## src/rtl/instr_fetch.sv

```systemverilog
// Instruction fetch stage: holds the PC, fetches over a req/ack handshake and
// hands each instruction with its PC to decode over valid/ready, honouring redirects.
module instr_fetch #(
  parameter int unsigned REG_BITS = 32,
  parameter logic [REG_BITS-1:0] RESET_PC = '0
) (
  input  logic                clk,
  input  logic                reset,
  output logic                imem_req,
  output logic [REG_BITS-1:0] imem_addr,
  input  logic                imem_ack,
  input  logic [REG_BITS-1:0] imem_rdata,
  input  logic                redirect,
  input  logic [REG_BITS-1:0] redirect_pc,
  output logic                out_valid,
  input  logic                out_ready,
  output logic [REG_BITS-1:0] out_instr,
  output logic [REG_BITS-1:0] out_pc,
  output logic [REG_BITS-7:0] out_imm
);

  typedef enum logic [1:0] {FETCH, FLUSH, WAIT_OUT} state_t;

  state_t              r_state;
  state_t              w_nextState;
  logic [REG_BITS-1:0] r_pc;
  logic [REG_BITS-1:0] r_pendingPc;
  logic                r_outValid;
  logic [REG_BITS-1:0] r_outInstr;
  logic [REG_BITS-1:0] r_outPc;
  logic [REG_BITS-1:0] w_target;
  logic                w_capture;
  logic                w_dropAck;
  logic                w_accept;

  assign w_target = {redirect_pc[REG_BITS-1:2], 2'b00};

  always_ff @(posedge clk) begin
    if (reset) r_state <= FETCH;
    else       r_state <= w_nextState;
  end

  always_comb begin
    w_nextState = r_state;
    case (r_state)
      FETCH: begin
        if (imem_ack && !redirect)      w_nextState = WAIT_OUT;
        else if (!imem_ack && redirect) w_nextState = FLUSH;
      end
      FLUSH:    if (imem_ack) w_nextState = FETCH;
      WAIT_OUT: if (out_ready || redirect) w_nextState = FETCH;
      default:  w_nextState = FETCH;
    endcase
  end

  // Strobes steering the datapath registers, derived from the current state.
  always_comb begin
    imem_req  = 1'b0;
    w_capture = 1'b0;
    w_dropAck = 1'b0;
    w_accept  = 1'b0;
    case (r_state)
      FETCH: begin
        imem_req  = !reset;
        w_capture = imem_ack && !redirect;
        w_dropAck = imem_ack && redirect;
      end
      FLUSH:    imem_req = !reset;
      WAIT_OUT: w_accept = out_ready || redirect;
      default:  imem_req = 1'b0;
    endcase
  end

  always_ff @(posedge clk) begin
    if (reset) begin
      r_pc        <= RESET_PC;
      r_pendingPc <= RESET_PC;
      r_outValid  <= 1'b0;
      r_outInstr  <= '0;
      r_outPc     <= '0;
    end else begin
      if (w_capture) begin
        r_outInstr <= imem_rdata;
        r_outPc    <= r_pc;
        r_outValid <= 1'b1;
        r_pc       <= r_pc + REG_BITS'(4);
      end
      if (w_dropAck) r_pc <= w_target;
      if (r_state == FETCH && !imem_ack && redirect) r_pendingPc <= w_target;
      // In FLUSH the newest redirect wins, even when it lands with the ack.
      if (r_state == FLUSH) begin
        if (redirect) r_pendingPc <= w_target;
        if (imem_ack) r_pc <= redirect ? w_target : r_pendingPc;
      end
      if (w_accept) begin
        r_outValid <= 1'b0;
        if (redirect) r_pc <= w_target;
      end
    end
  end

  assign imem_addr = r_pc;
  assign out_valid = r_outValid;
  assign out_instr = r_outInstr;
  assign out_pc    = r_outPc;
  assign out_imm   = r_outInstr[REG_BITS-7:0];

endmodule

```

## config.mk

```make
export PLATFORM = sky130hd
export DESIGN_NAME = instr_fetch
export DESIGN_NICKNAME = d
export VERILOG_FILES = /design/src/rtl/instr_fetch.sv
export SDC_FILE = /design/constraint.sdc
export NUM_CORES = 1
export LEC_CHECK = 0
export ABC_AREA = 1
export CAP_MARGIN = 10
export CORE_AREA = 8 8 133 135
export DETAILED_ROUTE_END_ITERATION = 16
export DIE_AREA = 0 0 141 143
export HOLD_SLACK_MARGIN = 0.03
export PLACE_DENSITY_LB_ADDON = 0.3
export SYNTH_ARGS = -nofsm -noshare
export SYNTH_HDL_FRONTEND = slang
export SYNTH_SLANG_ARGS = --single-unit
```

## constraint.sdc

```tcl
create_clock -name clk -period 1.95 [get_ports clk]
set_input_delay 0.39 -clock clk [delete_from_list [all_inputs] [get_ports clk]]
set_output_delay 0.39 -clock clk [all_outputs]
set_load 0.01 [all_outputs]
```

# [Word level (Yosys, flattened, before mapping)]
# Index checks and enable logic that the tools add are counted.
[totals] register_bits=131 in_bits=69 word_cells=44
[op_classes] addsub=1 n_eq_ne=5 n_mux=19 reduce_logical=13
[op_table] op="$mux W32" count=10
[op_table] op="$add A32 B3 Y32 const B" count=1
[op_table] op="$mux W2" count=4
[op_table] op="$pmux W2 S3" count=1
[op_table] op="$logic_and A1 B1 Y1" count=5
[op_table] op="$mux W1" count=4
[op_table] op="$ne A2 B2 Y1 const B" count=2
[op_table] op="$reduce_or A2 Y1" count=2
[op_table] op="$logic_not A1 Y1" count=3
[op_table] op="$ne A3 B3 Y1 const B" count=1
[op_table] op="$reduce_and A3 Y1" count=1
[op_table] op="$eq A2 B1 Y1 const B" count=1
[op_table] op="$eq A2 B2 Y1 const B" count=1
[op_table] op="$logic_not A2 Y1" count=1
[op_table] op="$logic_or A1 B1 Y1" count=1

# [Depth between registers and ports, before layout]
# Gate-level depths: netlist (run 1).
[depth] depth_word=9 depth_mapped=14 depth_no_buf=12

# [Least setup slack after synthesis (run 1)]
# OpenSTA, ideal clock, no wires.
[synth_timing] path_type="in2reg" from="input redirect" to="register r_pc[16] (netlist: imem_addr[16])" setup_ns=0.132 t_arrival_ns=1.786 required_ns=1.818 setup_slack_ns=0.031 stages=12 cell_sequence="inv_2 buf_1 ha_1 inv_1 nor2_4 nand3_2 nor2_2 nand3_1 nand3_1 nand3_1 nand2_1 a21oi_1"
[synth_via] elab_chain_len=9 word_cells_on_any_way=14
[synth_rtl] element="from (decl)" line_no="13" source="input logic redirect,"
[synth_rtl] element="$logic_not A1 Y1" line_no="65" source="w_capture = imem_ack && !redirect;"
[synth_rtl] element="$logic_and A1 B1 Y1" line_no="65"
[synth_rtl] element="$mux W1" line_no="62" source="case (r_state)"
[synth_rtl] element="$mux W32" line_no="82" source="if (w_capture) begin"
[synth_rtl] element="$mux W32" line_no="88" source="if (w_dropAck) r_pc <= w_target;"
[synth_rtl] element="$mux W32" line_no="93" source="if (imem_ack) r_pc <= redirect ? w_target : r_pendingPc;"
[synth_rtl] element="$mux W32" line_no="91" source="if (r_state == FLUSH) begin"
[synth_rtl] element="$mux W32" line_no="97" source="if (redirect) r_pc <= w_target;"
[synth_rtl] element="$mux W32 *" line_no="95" source="if (w_accept) begin"
[synth_rtl] element="to (signal assigned)" line_no="88"
[synth_rtl] element="to (signal assigned)" line_no="93"
[synth_rtl] element="to (signal assigned)" line_no="97"
[synth_rtl] element="to (decl)" line_no="26" source="logic [REG_BITS-1:0] r_pc;"
# Mark *: on every way between the ends. The rest lies on a longest branch, timed or not.
# A chain may end at the register's enable or synchronous reset.

# [Worst setup path in the final report (run 1)]
[layout_timing] from="register r_pc[11] (netlist: imem_addr[11])" to="output imem_addr[11]"
[layout_rtl] element="from (signal assigned)" line_no="86" source="r_pc <= r_pc + REG_BITS'(4);"
[layout_rtl] element="from (signal assigned)" line_no="88"
[layout_rtl] element="from (signal assigned)" line_no="93"
[layout_rtl] element="to (decl)" line_no="10" source="output logic [REG_BITS-1:0] imem_addr,"
# No word-level cell between the ends.

==> results.txt, run 1 <==
R2R Setup Slk -> 0.16 ns
static leakage -> 3.86 nW
vias after detailed routing -> 7,295
Max Root-Sink Buffers -> 2
routed wire length -> 22.8 mm
Num CTS Buffers -> 17
Netlist cell types -> 33
Final ANT Viol Nets -> 0
critical path startpoint -> imem_addr[11]
Hold Fails Final Rpt -> 0
CTS root buf -> clkbuf_16
post-synthesis sequential area ratio -> 0.392
Syn Std Cell Area -> 6700 um2
CP Capture Point -> imem_addr[11]
CP Cell Sequence -> buf_4 -> clkdlybuf4s50_1
Worst Path Buf+Inv -> 2
Final GP Congestion -> 0.897
Synth Net Count -> 1,079
Syn Area/Cell -> 6.65 um2
r2r startpoint -> imem_addr[6]
area of the die -> 20,200 um2
critical path depth -> 2
setup_tns -> 0 ns
commonest non-fill, non-tap cell in the layout -> nand2_1
Worst Path Arrival -> 1.51 ns
placed cells -> 1,389
first-pass GRT wire length -> 35.1 mm
Core Area -> 15,600 um2
clock-pin slew on the worst setup and hold paths -> 0.06 ns
Nets -> 1,264
pwr dens -> 934 nW/um2
Post-Place Worst Slack -> -0.300 ns
total track usage -> 0.219
Post-Layout Cell Count -> 1,420
Req. time, crit path -> 1.56 ns
most frequent cells in the layout -> nand2_1 (214), clkdlybuf4s50_1 (190), nor2_1 (145)
crit path max-delay cell type -> clkdlybuf4s50_1
Slew headroom -> 0.676
FP Rows -> 46
Area Growth Syn to Fin -> 44.1%
vias in the first global route -> 6,623
initial antenna violation count -> 0
fin util -> 0.619
worst reg2reg path endpoint -> imem_addr[13]
Antenna Cells -> 0
crit-path max FO -> 3
TritonCTS clock tree -> done
RSZ-0062 raised after global routing -> yes
critical path's top delay family -> buffers and inverters
Initial Utilization -> 0.429
# H-tree levels -> 4
max-cap viol count -> 0
clock skew -> 0.00848 ns
Setup Viol. Count Final -> 0
vias per inst -> 5.14
Pwr Total -> 9.01 mW
critical path type -> reg -> out
Clk Latency, worst-skew pair -> 0.41 ns
Critical Path Start Type -> flop
largest net degree at the start of global routing -> 46
share of cells above drive strength 1 -> 0.0972
total iterations of the first detailed-routing run -> 8
Worst path max stage delay -> 0.56 ns
port bufs -> 190
Max Fclk -> 0.525 GHz
DP Area -> 9000 um2
detailed placement HPWL -> 17.3 mm
reg2reg path depth -> 8
pins over their slew limit -> 0
#FFs+latches synth -> 131
Ys Warns -> 0
clk sinks -> 131
Max VDD drop -> 0.594 mV
final setup margin -> 0.0456 ns
HP Class -> reg -> reg
DRT iter0 DRCs -> 519
die width -> 141 um
Min Clock Period, post-route -> 1.90 ns
IO Pins -> 193
Crit. End Element -> primary output
post-route cell area -> 9650 um2
DRC -> 0
total gr overflow -> 0
Post-Syn Instances -> 1,007
buffers inserted by post-CTS timing repair -> 0
final hold slack -> 0.450 ns
FILL cells -> 1,445
final worst path period share -> 0.977
Die Y -> 143 um
DR WL/cell -> 16.0 um
status -> complete, no violations
Worst-Margin Slew -> 0.485 ns
[kinds of logic (layout without fill, tap and decap cells)]
family	count (synthesis)	count (layout)	synth area share
flops	131	131	0.392
mux	2	2	0.00299
compound gates	253	253	0.202
xor+xnor	13	13	0.0170
buf+inv	161	358	0.110
fa+ha+maj	3	3	0.00561
simple gates	444	444	0.271
[timing repair]
| item | in CTS | in global routing |
|---|---|---|
| gates resized for setup | 0 | 11 |
| hold buffers | 0 | 0 |
| endpoints found under the setup margin | 0 | 18 |
[Yosys cell counts, drive strengths merged]
cell type	n	area share
a21o	2	0.0022
o211ai	5	0.0056
a31oi	14	0.013
a211oi	1	0.0011
xnor2	4	0.0052
nor3	6	0.0062
buf	47	0.046
clkbuf	37	0.021
mux2i	2	0.0030
o21ai	118	0.088
inv	76	0.043
nand2	216	0.12
o22ai	14	0.013
clkinv	1	0.00056
dfxtp	131	0.39
o21bai	4	0.0045
ha	3	0.0056
a221oi	5	0.0065
a21oi	90	0.067
xor2	9	0.012
nor2	161	0.097
nand3	56	0.043
nand4	5	0.0047
[worst reg2reg max path, stage by stage, from the launching register on]
cell      delay, ns
dfxtp_1        0.44
nand2_1        0.13
nor2_2         0.19
nand2_1        0.11
nor2_2         0.18
nand2_1        0.09
xor2_1         0.25
o21bai_1       0.10
a21oi_1        0.20
[where the power goes]
part	leakage (nW)	internal [mW]	switching, mW	total (mW)
Combinational	2.49	1.16	1.27	2.43
Sequential	1.08	3.00	0.258	3.26
Clock	0.289	2.16	1.16	3.32
[layer usage]
| metal | track usage | wire (um) |
|---|---|---|
| met4 | 0.0679 | 255 |
| met2 | 0.378 | 11100 |
| met5 | 0 | 0 |
| met3 | 0.0431 | 1720 |
| met1 | 0.270 | 9710 |
[area by class of cell]
type | instances | area (um2) | share of cell area
clock buffer | 21 | 450 | 0.0467
clock inverter | 10 | 158 | 0.0163
inverter | 77 | 289 | 0.0300
multi-input combinational | 715 | 3370 | 0.350
sequential | 131 | 2630 | 0.272
tap | 216 | 270 | 0.0280
timing repair buffer | 250 | 2480 | 0.257
[worst min-delay path by stage]
stage,from,end,slack (ns),cells past startpoint
CTS,r_pendingPc[0],r_pendingPc[0],0.45,2
global placement,r_pendingPc[1],r_pendingPc[1],0.43,2
detailed placement,r_pendingPc[0],r_pendingPc[0],0.44,2
floorplan,r_pendingPc[0],r_pendingPc[0],0.42,2
finish,r_pendingPc[0],r_pendingPc[0],0.45,2
global route,r_pendingPc[1],r_pendingPc[1],0.46,2
(Power assumes the default switching activity.)
==> run 2: changes to the inputs <==
--- a/config.mk
+++ b/config.mk
@@ -7,9 +7,9 @@
 export LEC_CHECK = 0
 export ABC_AREA = 1
 export CAP_MARGIN = 10
-export CORE_AREA = 8 8 133 135
+export CORE_AREA = 2 2 127 129
 export DETAILED_ROUTE_END_ITERATION = 16
-export DIE_AREA = 0 0 141 143
+export DIE_AREA = 0 0 129 131
 export HOLD_SLACK_MARGIN = 0.03
 export PLACE_DENSITY_LB_ADDON = 0.3
 export SYNTH_ARGS = -nofsm -noshare
==> run 2 against run 1 <==
  * Register-to-register slack is essentially flat
  * Sequential power is essentially flat
  * Critical endpoint is now imem_addr[9]
  * Routed wire length shrank 5.1%
  * Critical path depth shrank 1
  * Final cell count is the same
  * Design area shrank 0.10%
  * Highest routed layer unchanged
  * First-iteration DRC count grew 33%
  * Combinational power is essentially flat
  * Total power shrank 2.8%
  * Setup slack lost 0.0064 ns
  * Hold slack lost 0.0054 ns
==> results.txt, run 2 (synthesis results as in run 1) <==
Setup Viol. Count Final -> 0 (unchanged)
clock-pin slew on the worst setup and hold paths -> 0.06 ns (about the same)
total gr overflow -> 0 (unchanged)
HP Class -> reg -> reg
Final ANT Viol Nets -> 0 (unchanged)
most frequent cells in the layout -> nand2_1 (214), clkdlybuf4s50_1 (188), nor2_1 (142)
initial antenna violation count -> 0 (unchanged)
sw frac -> 0.306 (+0.00740)
IO Pins -> 193 (unchanged)
CP Cell Sequence -> clkdlybuf4s50_1
clock skew -> 0.00675 ns (-0.00173 ns)
Max VDD drop -> 0.630 mV (+6.1%)
CTS root buf -> clkbuf_16
Pwr Total -> 8.76 mW (-2.8%)
post-route cell area -> 9640 um2 (-0.10%)
Num CTS Buffers -> 17 (unchanged)
Worst path max stage delay -> 0.62 ns (+0.06 ns)
TritonCTS clock tree -> done
Hold Fails Final Rpt -> 0 (unchanged)
crit-path max FO -> 5 (+2)
Area Growth Syn to Fin -> 43.9%
vias in the first global route -> 6,460 (-2.5%)
Core Area -> 15,600 um2 (unchanged)
FP Rows -> 46 (unchanged)
DRC -> 0 (unchanged)
vias after detailed routing -> 7,251 (-0.60%)
RSZ-0062 raised after global routing -> no
Max Root-Sink Buffers -> 2 (unchanged)
final worst path period share -> 0.980 (+0.00329)
Max Fclk -> 0.523 GHz (-0.34%)
fin util -> 0.618 (-0.000641)
Worst Path Buf+Inv -> 1 (-1)
Min Clock Period, post-route -> 1.91 ns (+0.00641 ns)
critical path's top delay family -> buffers and inverters
DRT iter0 DRCs -> 689 (+33%)
Nets -> 1,264 (unchanged)
net switching power -> 2.68 mW (-0.39%)
commonest non-fill, non-tap cell in the layout -> nand2_1
total iterations of the first detailed-routing run -> 6 (-2)
first-pass GRT wire length -> 33.8 mm (-3.7%)
Seq pwr share -> 0.373 (+0.012)
Internal Power -> 6.08 mW (-3.8%)
power share of the combinational group -> 0.274 (+0.004)
Final GP Congestion -> 0.898 (+0.17%)
clock share of power -> 0.353 (-0.016)
crit path max-delay cell type -> clkdlybuf4s50_1
DR WL/cell -> 15.2 um (-5.1%)
Worst-Margin Slew -> 0.402 ns (-0.0830 ns)
# H-tree levels -> 4 (unchanged)
Clk Latency, worst-skew pair -> 0.42 ns (about the same)
port bufs -> 190 (unchanged)
Die Y -> 131 um (-8.4%)
Worst Path Arrival -> 1.52 ns (about the same)
share of cells above drive strength 1 -> 0.105 (+0.00748)
clk sinks -> 131 (unchanged)
final setup margin -> 0.0392 ns (-0.00641 ns)
Critical Path Start Type -> flop
Req. time, crit path -> 1.56 ns (about the same)
pwr dens -> 908 nW/um2 (-2.7%)
area of the die -> 16,900 um2 (-16%)
CTS Hold Buffers Added -> 0 (unchanged)
vias per inst -> 5.11 (-0.60%)
die width -> 129 um (-8.5%)
critical path type -> reg -> out
Initial Utilization -> 0.429 (unchanged)
static leakage -> 3.85 nW (-0.19%)
DP Area -> 8960 um2 (-0.50%)
Post-Place Worst Slack -> -0.465 ns (-0.165 ns)
routed wire length -> 21.6 mm (-5.1%)
status -> complete, no violations
Antenna Cells -> 0 (unchanged)
detailed placement HPWL -> 15.8 mm (-8.6%)
total track usage -> 0.256 (+0.0367)
Crit. End Element -> primary output
Slew headroom -> 0.729 (+0.0528)
max-cap viol count -> 0 (unchanged)
pins over their slew limit -> 0 (unchanged)
largest net degree at the start of global routing -> 51 (+11%)
## run 2: cell count changes in the layout (fill, tap and decap cells not counted), moves of 2 or more
cell | before | now
nor2_4 | 5 | 7
dfxtp_1 | 129 | 127
dfxtp_2 | 2 | 4
buf_12 | 10 | 7
nand3_2 | 3 | 1
dlymetal6s2s_1 | 0 | 2
nor2_1 | 145 | 142
clkinv_2 | 3 | 5
nand3_4 | 0 | 2
bufinv_16 | 4 | 2
clkdlybuf4s50_1 | 190 | 188
## run 2: path summary, 6_finish.rpt
check | from | to | slack, ns | cells past startpoint
worst max-delay path | imem_addr[9] | imem_addr[9] | 0.04 | 1
worst min-delay path | r_pendingPc[0] | r_pendingPc[0] | 0.44 | 2
worst max register to register | r_state[1] | imem_addr[24] | 0.17 | 11
worst min register to register | r_pendingPc[0] | r_pendingPc[0] | 0.44 | 2
## run 2: layout make-up
cell class	count	area, um2
repair buffers	250	2460
clock buffers	21	460
clock inverters	10	109
fillers	1425	5960
inverters	77	293
multi-input cells	715	3420
well taps	216	270
flip-flops and latches	131	2630
## run 2: per-layer routing
layer | part of all wire | track usage
met1 | 0.44 | 0.341
met2 | 0.47 | 0.419
met3 | 0.072 | 0.0570
met4 | 0.015 | 0.0716
met5 | 0 | 0
## run 2: through the flow
stage	hold WS, ns	instances	TNS (ns)
5_1_grt	0.473	1420	0
6_report	0.445	1420	0
3_3_place_gp	0.434	1388	-35.32
2_1_floorplan	0.425	1007	0
3_5_place_dp	0.437	1388	-37.03
4_1_cts	0.446	1419	0
## run 2: power by group through the flow
stage          Sequential (mW)  Clock (mW)  Combinational (mW)
2_1_floorplan             3.37           0                1.14
3_3_place_gp              3.31           0                2.33
3_5_place_dp              3.32           0                2.36
4_1_cts                   3.26        3.13                2.38
5_1_grt                   3.30        3.26                2.65
6_report                  3.27        3.09                2.40
## run 2: repair_timing
item | in CTS | in global routing
gates resized for setup | 2 | 27
endpoints found under the setup margin | 3 | 94
buffers inserted | 0 | 1
pin swaps | 0 | 6
